==> src/rtl/matrix_writer.sv <==
// Loads one 3x3 matrix from a valid-qualified element stream into memory,
// starting at a latched base address. Optional checksum: MATRIX_WRITER_CHECKSUM_EN.
//
// state  | meaning
// IDLE   | waiting for Start; base address and counter are latched on Start
// LOAD   | accepting elements (in_ready=1); each beat becomes a write next cycle
// FINISH | single cycle carrying the last write and Done, then back to IDLE
module matrix_writer #(
  parameter int DATA_W = 8,
  parameter int ADDR_W = 4,
  parameter int N_ELEM = 9
) (
  input  logic              clock,
  input  logic              reset,
  input  logic              Start,
  input  logic [ADDR_W-1:0] start_adress,
  input  logic [DATA_W-1:0] in_data,
  input  logic              in_valid,
  output logic              in_ready,
  output logic              wr_en,
  output logic [ADDR_W-1:0] adress,
  output logic [DATA_W-1:0] data_out,
  output logic              busy,
  output logic              Done
`ifdef MATRIX_WRITER_CHECKSUM_EN
  ,
  output logic [DATA_W-1:0] checksum
`endif
);

  localparam int CNT_W = $clog2(N_ELEM + 1);

  typedef enum logic [1:0] {
    IDLE   = 2'd0,
    LOAD   = 2'd1,
    FINISH = 2'd2
  } state_t;

  state_t            state, state_nxt;
  logic [ADDR_W-1:0] ptr;
  logic [CNT_W-1:0]  cnt;
  logic              start_ok;
  logic              accept;
  logic              last_beat;

  assign last_beat = (cnt == CNT_W'(N_ELEM - 1));

  always_ff @(posedge clock) begin
    if (!reset) state <= IDLE;
    else        state <= state_nxt;
  end

  always_comb begin
    state_nxt = state;
    in_ready  = 1'b0;
    busy      = 1'b0;
    start_ok  = 1'b0;
    accept    = 1'b0;
    case (state)
      IDLE: begin
        if (Start) begin
          start_ok  = 1'b1;
          state_nxt = LOAD;
        end
      end
      LOAD: begin
        in_ready = 1'b1;
        busy     = 1'b1;
        accept   = in_valid;
        if (in_valid && last_beat) state_nxt = FINISH;
      end
      FINISH: begin
        busy      = 1'b1;
        state_nxt = IDLE;
      end
      default: state_nxt = IDLE;
    endcase
  end

  // Write port is registered one cycle behind acceptance; Done rides with the last write.
  always_ff @(posedge clock) begin
    if (!reset) begin
      ptr      <= '0;
      cnt      <= '0;
      wr_en    <= 1'b0;
      adress   <= '0;
      data_out <= '0;
      Done     <= 1'b0;
    end else begin
      wr_en <= accept;
      Done  <= accept && last_beat;
      if (start_ok) begin
        ptr <= start_adress;
        cnt <= '0;
      end else if (accept) begin
        ptr      <= ptr + ADDR_W'(1);
        cnt      <= cnt + CNT_W'(1);
        adress   <= ptr;
        data_out <= in_data;
      end
    end
  end

`ifdef MATRIX_WRITER_CHECKSUM_EN
  always_ff @(posedge clock) begin
    if (!reset)        checksum <= '0;
    else if (start_ok) checksum <= '0;
    else if (accept)   checksum <= checksum + in_data;
  end
`endif

endmodule

==> config.mk <==
export PLATFORM = sky130hd
export DESIGN_NAME = matrix_writer
export DESIGN_NICKNAME = d
export VERILOG_FILES = /design/src/rtl/matrix_writer.sv
export SDC_FILE = /design/constraint.sdc
export NUM_CORES = 1
export LEC_CHECK = 0
export CAP_MARGIN = 10
export CORE_MARGIN = 1.5
export CORE_UTILIZATION = 30
export DETAILED_ROUTE_END_ITERATION = 12
export PLACE_DENSITY = 0.55
export SLEW_MARGIN = 20
export SYNTH_ARGS = -nofsm -noshare
export SYNTH_HDL_FRONTEND = slang
export SYNTH_SLANG_ARGS = --single-unit
==> constraint.sdc <==
create_clock -name clock -period 1.88 [get_ports clock]
set_clock_uncertainty 0.15 [all_clocks]
set_input_delay 0.282 -clock clock [delete_from_list [all_inputs] [get_ports clock]]
set_output_delay 0.282 -clock clock [all_outputs]
set_load 0.005 [all_outputs]
==> qor.yml, run 1 <==
postRouteAntennaNets: 0
area_growth_pct: 42.7
gp_congestion: 0.700
yosys_warnings: 0
clk_path_buf_depth: 2
place_inst: 201
max_cap_viol_count: 0
power_uw: 1420
worstMarginPinSlew_ns: 0.349
drive_gt1_share_pct: 11.2
syn-num-nets: 147
ys_seq_area_share_pct: 45.1
cts_root_buf: "clkbuf_4"
cts_tree: "yes"
synth.distinct_cells: 26
yosysMostFrequentCell: "dfxtp_1"
antenna_cells: 0
num_rows: 21
cts_hold_buf: 0
path_class: "flop to output port"
max-slew-margin-rel_pct: 76.7
cp-end-kind: "output port"
clock_latency_ns: 0.32
ir_drop_mv: 0.414
setup_viol: 0
grt.overflow.total: 0
drtPass1Iterations: 4
rsz0062_at_grt: "no"
ios: 32
port_buffers: 31
pwr_density_cell_nw_per_um2: 938
die_height_um: 62.6
nets: 184
slowest_stage: "dfxtp_4"
synthTopCellsByArea: "dfxtp_1 (45%), nand3_1 (8.0%), a21oi_1 (7.5%)"
hold_start: "cnt[3]"
tritoncts_num_sinks: 24
crit_path_start_kind: "flop"
post-route-period-util_pct: 91.1
die-area_um2: 3920
async_flop_share_pct: 0
hold_viol: 0
holdCritPathClass: "flop to flop"
vias_per_cell: 4.79
grt_pass1_vias: 931
whs_path_depth: 2
yosysTopAreaCellShare_pct: 45.1
wl_mm: 2.57
cts_made_buffers: 3
core_area_um2: 3360
grt_first_pass_wirelength_mm: 4.24
dp_hpwl_mm: 1.85
required_ns: 1.45
synthCells: 125
p_leak_uw: 0.000532
finalCriticalPeriod_ns: 1.71
ys.flop_type: "dfxtp_1"
final_cell_count_no_fill: 207
htreeDepth: 1
path_cells: "inv_1 > ha_1 > dlygate4sd2_1"
synth_area_um2: 1060
syn_avg_cell_area_um2: 8.52
hold_ws_ns: 0.328
drtIter0Drc: 22
slowest_delay_ns: 0.38
max_clock_freq_mhz: 584
yosysTopAreaCell: "dfxtp_1"
r2r_cells: 6
ys_ff_latch: 24
grt.total_usage_pct: 13.5
critPathArrivalTime_ns: 1.28
synth_common_cells: "dfxtp_1 (24), nand3_1 (17), a21oi_1 (16), o21ai_0 (16), nand2_1 (7)"
r2r-start: "state[0]"
initial_core_util_pct: 31.7
startpoint: "state[0]"
vias: 992
avgRoutedWirePerCell_um: 12.4
status: "finished clean"
fin_setup_tns_ns: 0
design_area_um2: 1520
reg2reg_slack_ns: 0.26
placed_area_um2: 1450
slew_viol_final: 0
grt_max_degree: 17
clkTransAtPathRegs_ns: 0.13
die_x_um: 62.6
synth_edf_count: 0
drc_errors: 0
path_max_fanout: 3
antenna_found_initial: 0
where the power goes:
group	internal (µW)	total [µW]	leakage (µW)	switching [µW]
combinational	266	536	0.000315	270
clock	118	273	0.0000210	154
sequential	573	616	0.000196	43.0
through the flow:
step | worst slack, ns | util [%]
after floorplan | 0.347 | -
after detailed placement | 0.138 | 43.2
after CTS | 0.157 | 45.2
after global placement | 0.180 | 43.2
after global routing | 0.124 | 45.2
final | 0.167 | 45.2
layout make-up:
class / count / area [µm²]
multi-input combinational: 87 / 529
tap: 46 / 57.6
fill: 361 / 1840
clock buffer: 4 / 36.3
sequential: 24 / 485
timing repair buffer: 40 / 388
inverter: 6 / 22.5
logic make-up (layout without fill, tap and decap cells):
kind of cell    after synthesis  in the layout  synth area share (%)
simple gates                 39             39                  18.8
flops                        24             24                  45.1
fa+ha+maj                     6              6                  7.05
xor+xnor                      4              4                  3.29
compound gates               38             38                  19.4
buf+inv                      14             50                  6.35
state kept, by name, indices dropped and copies added, names as in the netlist:
| signal | flops |
|---|---|
| Done | 1 |
| adress | 4 |
| cnt | 4 |
| data_out | 8 |
| ptr | 4 |
| state | 2 |
| wr_en | 1 |
final timing paths:
check / to
setup / recovery: busy
hold / removal: Done
setup reg to reg: ptr[0]
hold reg to reg: Done
timing repair:
action                                  CTS  global route
endpoints found under the setup margin    2             0
setup buffers                             2             0
hold endpoints to repair                  0             0
gates resized for setup                   8             0
critical path: cells and delay by family (launching register included):
family / cells / cell delay (ns)
flops: 1 / 0.38
buf+inv: 2 / 0.31
fa+ha+maj: 1 / 0.28
layer usage:
layer	global-route usage, %	up-vias	wire length, µm
met2	20.8	19	1180
met3	2.16	6	97
met5	0	-	0
met4	5.83	0	48
li1	-	511	-
met1	18.5	456	1240
placed cells by master, fill, tap and decap left out, types with 2 or more instances in the layout:
master	instances
dfxtp_1	22
clkdlybuf4s50_1	29
nand3_1	17
and2_1	2
nand2_1	7
and4b_1	2
inv_1	4
xnor2_1	2
or3_1	2
dlygate4sd2_1	2
clkbuf_4	3
ha_1	5
xor2_1	2
o21ai_0	16
a21oi_1	16
buf_4	8
a211oi_1	2
nor2_1	5
Note: power is estimated with default switching activity, not from simulation.
==> inputs of run 2 (changes only) <==
--- a/config.mk
+++ b/config.mk
@@ -10,6 +10,7 @@
 export CORE_UTILIZATION = 30
 export DETAILED_ROUTE_END_ITERATION = 12
 export PLACE_DENSITY = 0.55
+export RECOVER_POWER = 25
 export SLEW_MARGIN = 20
 export SYNTH_ARGS = -nofsm -noshare
 export SYNTH_HDL_FRONTEND = slang
==> run 2 against run 1 <==
Effect of this change:
- critical path depth unchanged
- combinational power decreased by 1%
- sequential share of layout area decreased by 0.12 points
- highest routed layer unchanged
- power decreased by 1.0%
- cell area decreased by 0.41%
- non-clock buffer count unchanged
- hold slack improved by 0.00074 ns
- largest power group unchanged
- critical endpoint unchanged
- die area unchanged
- core utilization decreased by 0.19 points
==> qor.yml, run 2 (synthesis gave the netlist of run 1 again) <==
cts_root_buf: "clkbuf_4"
grt_max_degree: 17  # unchanged
core_area_um2: 3360  # unchanged
max-slew-margin-rel_pct: 76.9  # +0.16 points
mostFrequentLayoutCells: "clkdlybuf4s50_1 (25), dfxtp_1 (23), nand3_1 (17)"
holdCritPathClass: "flop to flop"
drtIter0Drc: 21  # -4.5%
switching_share_pct: 32.9  # +0.099 points
max_clock_freq_mhz: 572  # -1.9%
regMostFlops: "data_out"
antenna_cells: 0  # unchanged
clk_path_buf_depth: 2  # unchanged
seqPwrFrac_pct: 43.2  # about the same
grt.overflow.total: 0  # unchanged
initial_core_util_pct: 31.7  # unchanged
die_height_um: 62.6  # unchanged
cp-end-kind: "output port"
top_layer_used: "met4"
startpoint: "state[0]"
pwr_density_cell_nw_per_um2: 932  # -0.61%
crit_path_start_kind: "flop"
postRouteAntennaNets: 0  # unchanged
p_int_uw: 946  # -1.2%
hold_start: "cnt[3]"
port_buffers: 31  # unchanged
area_growth_pct: 42.1
pwr-share-clk_pct: 19.3  # +0.2 points
dp_hpwl_mm: 1.85  # unchanged
clock_latency_ns: 0.31  # about the same
path_max_fanout: 3  # unchanged
drtPass1Iterations: 4  # unchanged
htreeDepth: 1  # unchanged
avgRoutedWirePerCell_um: 12.3  # -0.55%
grt_first_pass_wirelength_mm: 4.24  # unchanged
antenna_found_initial: 0  # unchanged
dpl_worst_slack_ns: 0.138  # unchanged
vias: 1001  # +0.91%
vias_per_cell: 4.84  # +0.91%
slew_viol_final: 0  # unchanged
cts_made_buffers: 3  # unchanged
ios: 32  # unchanged
die_x_um: 62.6  # unchanged
drive_gt1_share_pct: 9.94  # -1.2 points
clkTransAtPathRegs_ns: 0.13  # about the same
largest_reg_flops: 8  # unchanged
wl_mm: 2.55  # -0.55%
fillers: 363  # +0.55%
worstMarginPinSlew_ns: 0.347  # -0.00239 ns
grt_pass1_vias: 931  # unchanged
hold_viol: 0  # unchanged
grt.total_usage_pct: 13.5  # unchanged
cts_hold_buf: 0  # unchanged
r2r-start: "state[0]"
gp_congestion: 0.700  # unchanged
rsz0062_at_grt: "no"
layout_commonest_cell: "clkdlybuf4s50_1"
wl_met2_mm: 1.18  # -0.59%
drc_errors: 0  # unchanged
setup_viol: 0  # unchanged
tritoncts_num_sinks: 24  # unchanged
wl_met1_mm: 1.21  # -2.5%
required_ns: 1.45  # about the same
status: "finished clean"
max_cap_viol_count: 0  # unchanged
ir_drop_mv: 0.413  # -0.29%
p_comb_share_pct: 37.5  # about the same
wl_met3_um: 121  # +25%
critPathArrivalTime_ns: 1.32  # +0.04 ns
num_rows: 21  # unchanged
finalCriticalPeriod_ns: 1.75  # +0.0340 ns
cts_tree: "yes"
die-area_um2: 3920  # unchanged
power_switching_uw: 464  # -0.72%
p_leak_uw: 0.000545  # +2.3%
fin_setup_tns_ns: 0  # unchanged
nets: 184  # unchanged
path_class: "flop to output port"
post-route-period-util_pct: 92.9  # +1.8 points
worst_slack_ns: 0.133  # -0.0340 ns
run 2: changes by cell type in the layout (fill, tap and decap cells not counted), sizes merged:
cell and delta:
clkdlybuf4s50 -4, dlygate4sd3 +4
run 2: final cells by class:
cell class / instances / area [µm²] / share of cell area [%]
flip-flops and latches: 24 / 482 / 31.8
repair buffers: 40 / 388 / 25.6
multi-input cells: 87 / 527 / 34.8
clock buffers: 4 / 36.3 / 2.40
well taps: 46 / 57.6 / 3.80
inverters: 6 / 22.5 / 1.49
run 2: worst max-delay path, cell delays in order (launching register included):
cell and delay (ns):
dfxtp_1 0.39, inv_1 0.07, ha_1 0.28, dlygate4sd2_1 0.26
run 2: final timing paths:
path                 end  slack, ns  depth (start not counted)
setup / recovery    busy       0.13                          3
hold / removal      Done       0.33                          2
setup reg to reg  ptr[1]       0.20                          6
hold reg to reg     Done       0.33                          2
run 2: what timing repair did:
item,in CTS,in global routing
buffers inserted,2,0
setup endpoints to repair,2,0
resized for setup,8,0
run 2: routing by layer:
metal / GRT usage [%] / up-vias
met2: 20.8 / 29
met4: 5.83 / 0
met1: 18.5 / 456
met5: 0 / -
met3: 2.16 / 6
li1: - / 510
run 2: through the flow:
stage	total power [µW]	utilization, %	area (µm²)	hold slack, ns	instances
after floorplan	906	-	1060	0.270	125
after global placement	1110	43.2	1450	0.311	201
after detailed placement	1120	43.2	1450	0.307	201
after CTS	1440	45.2	1520	0.333	207
after global routing	1500	45.0	1510	0.360	207
final	1410	45.0	1510	0.329	207
run 2: power groups by stage:
stage	Clock, µW	Sequential (µW)	Combinational (µW)
finish	272	610	528
global route	296	618	586
CTS	284	615	536
detailed placement	0	622	499
global placement	0	620	490
floorplan	0	616	290
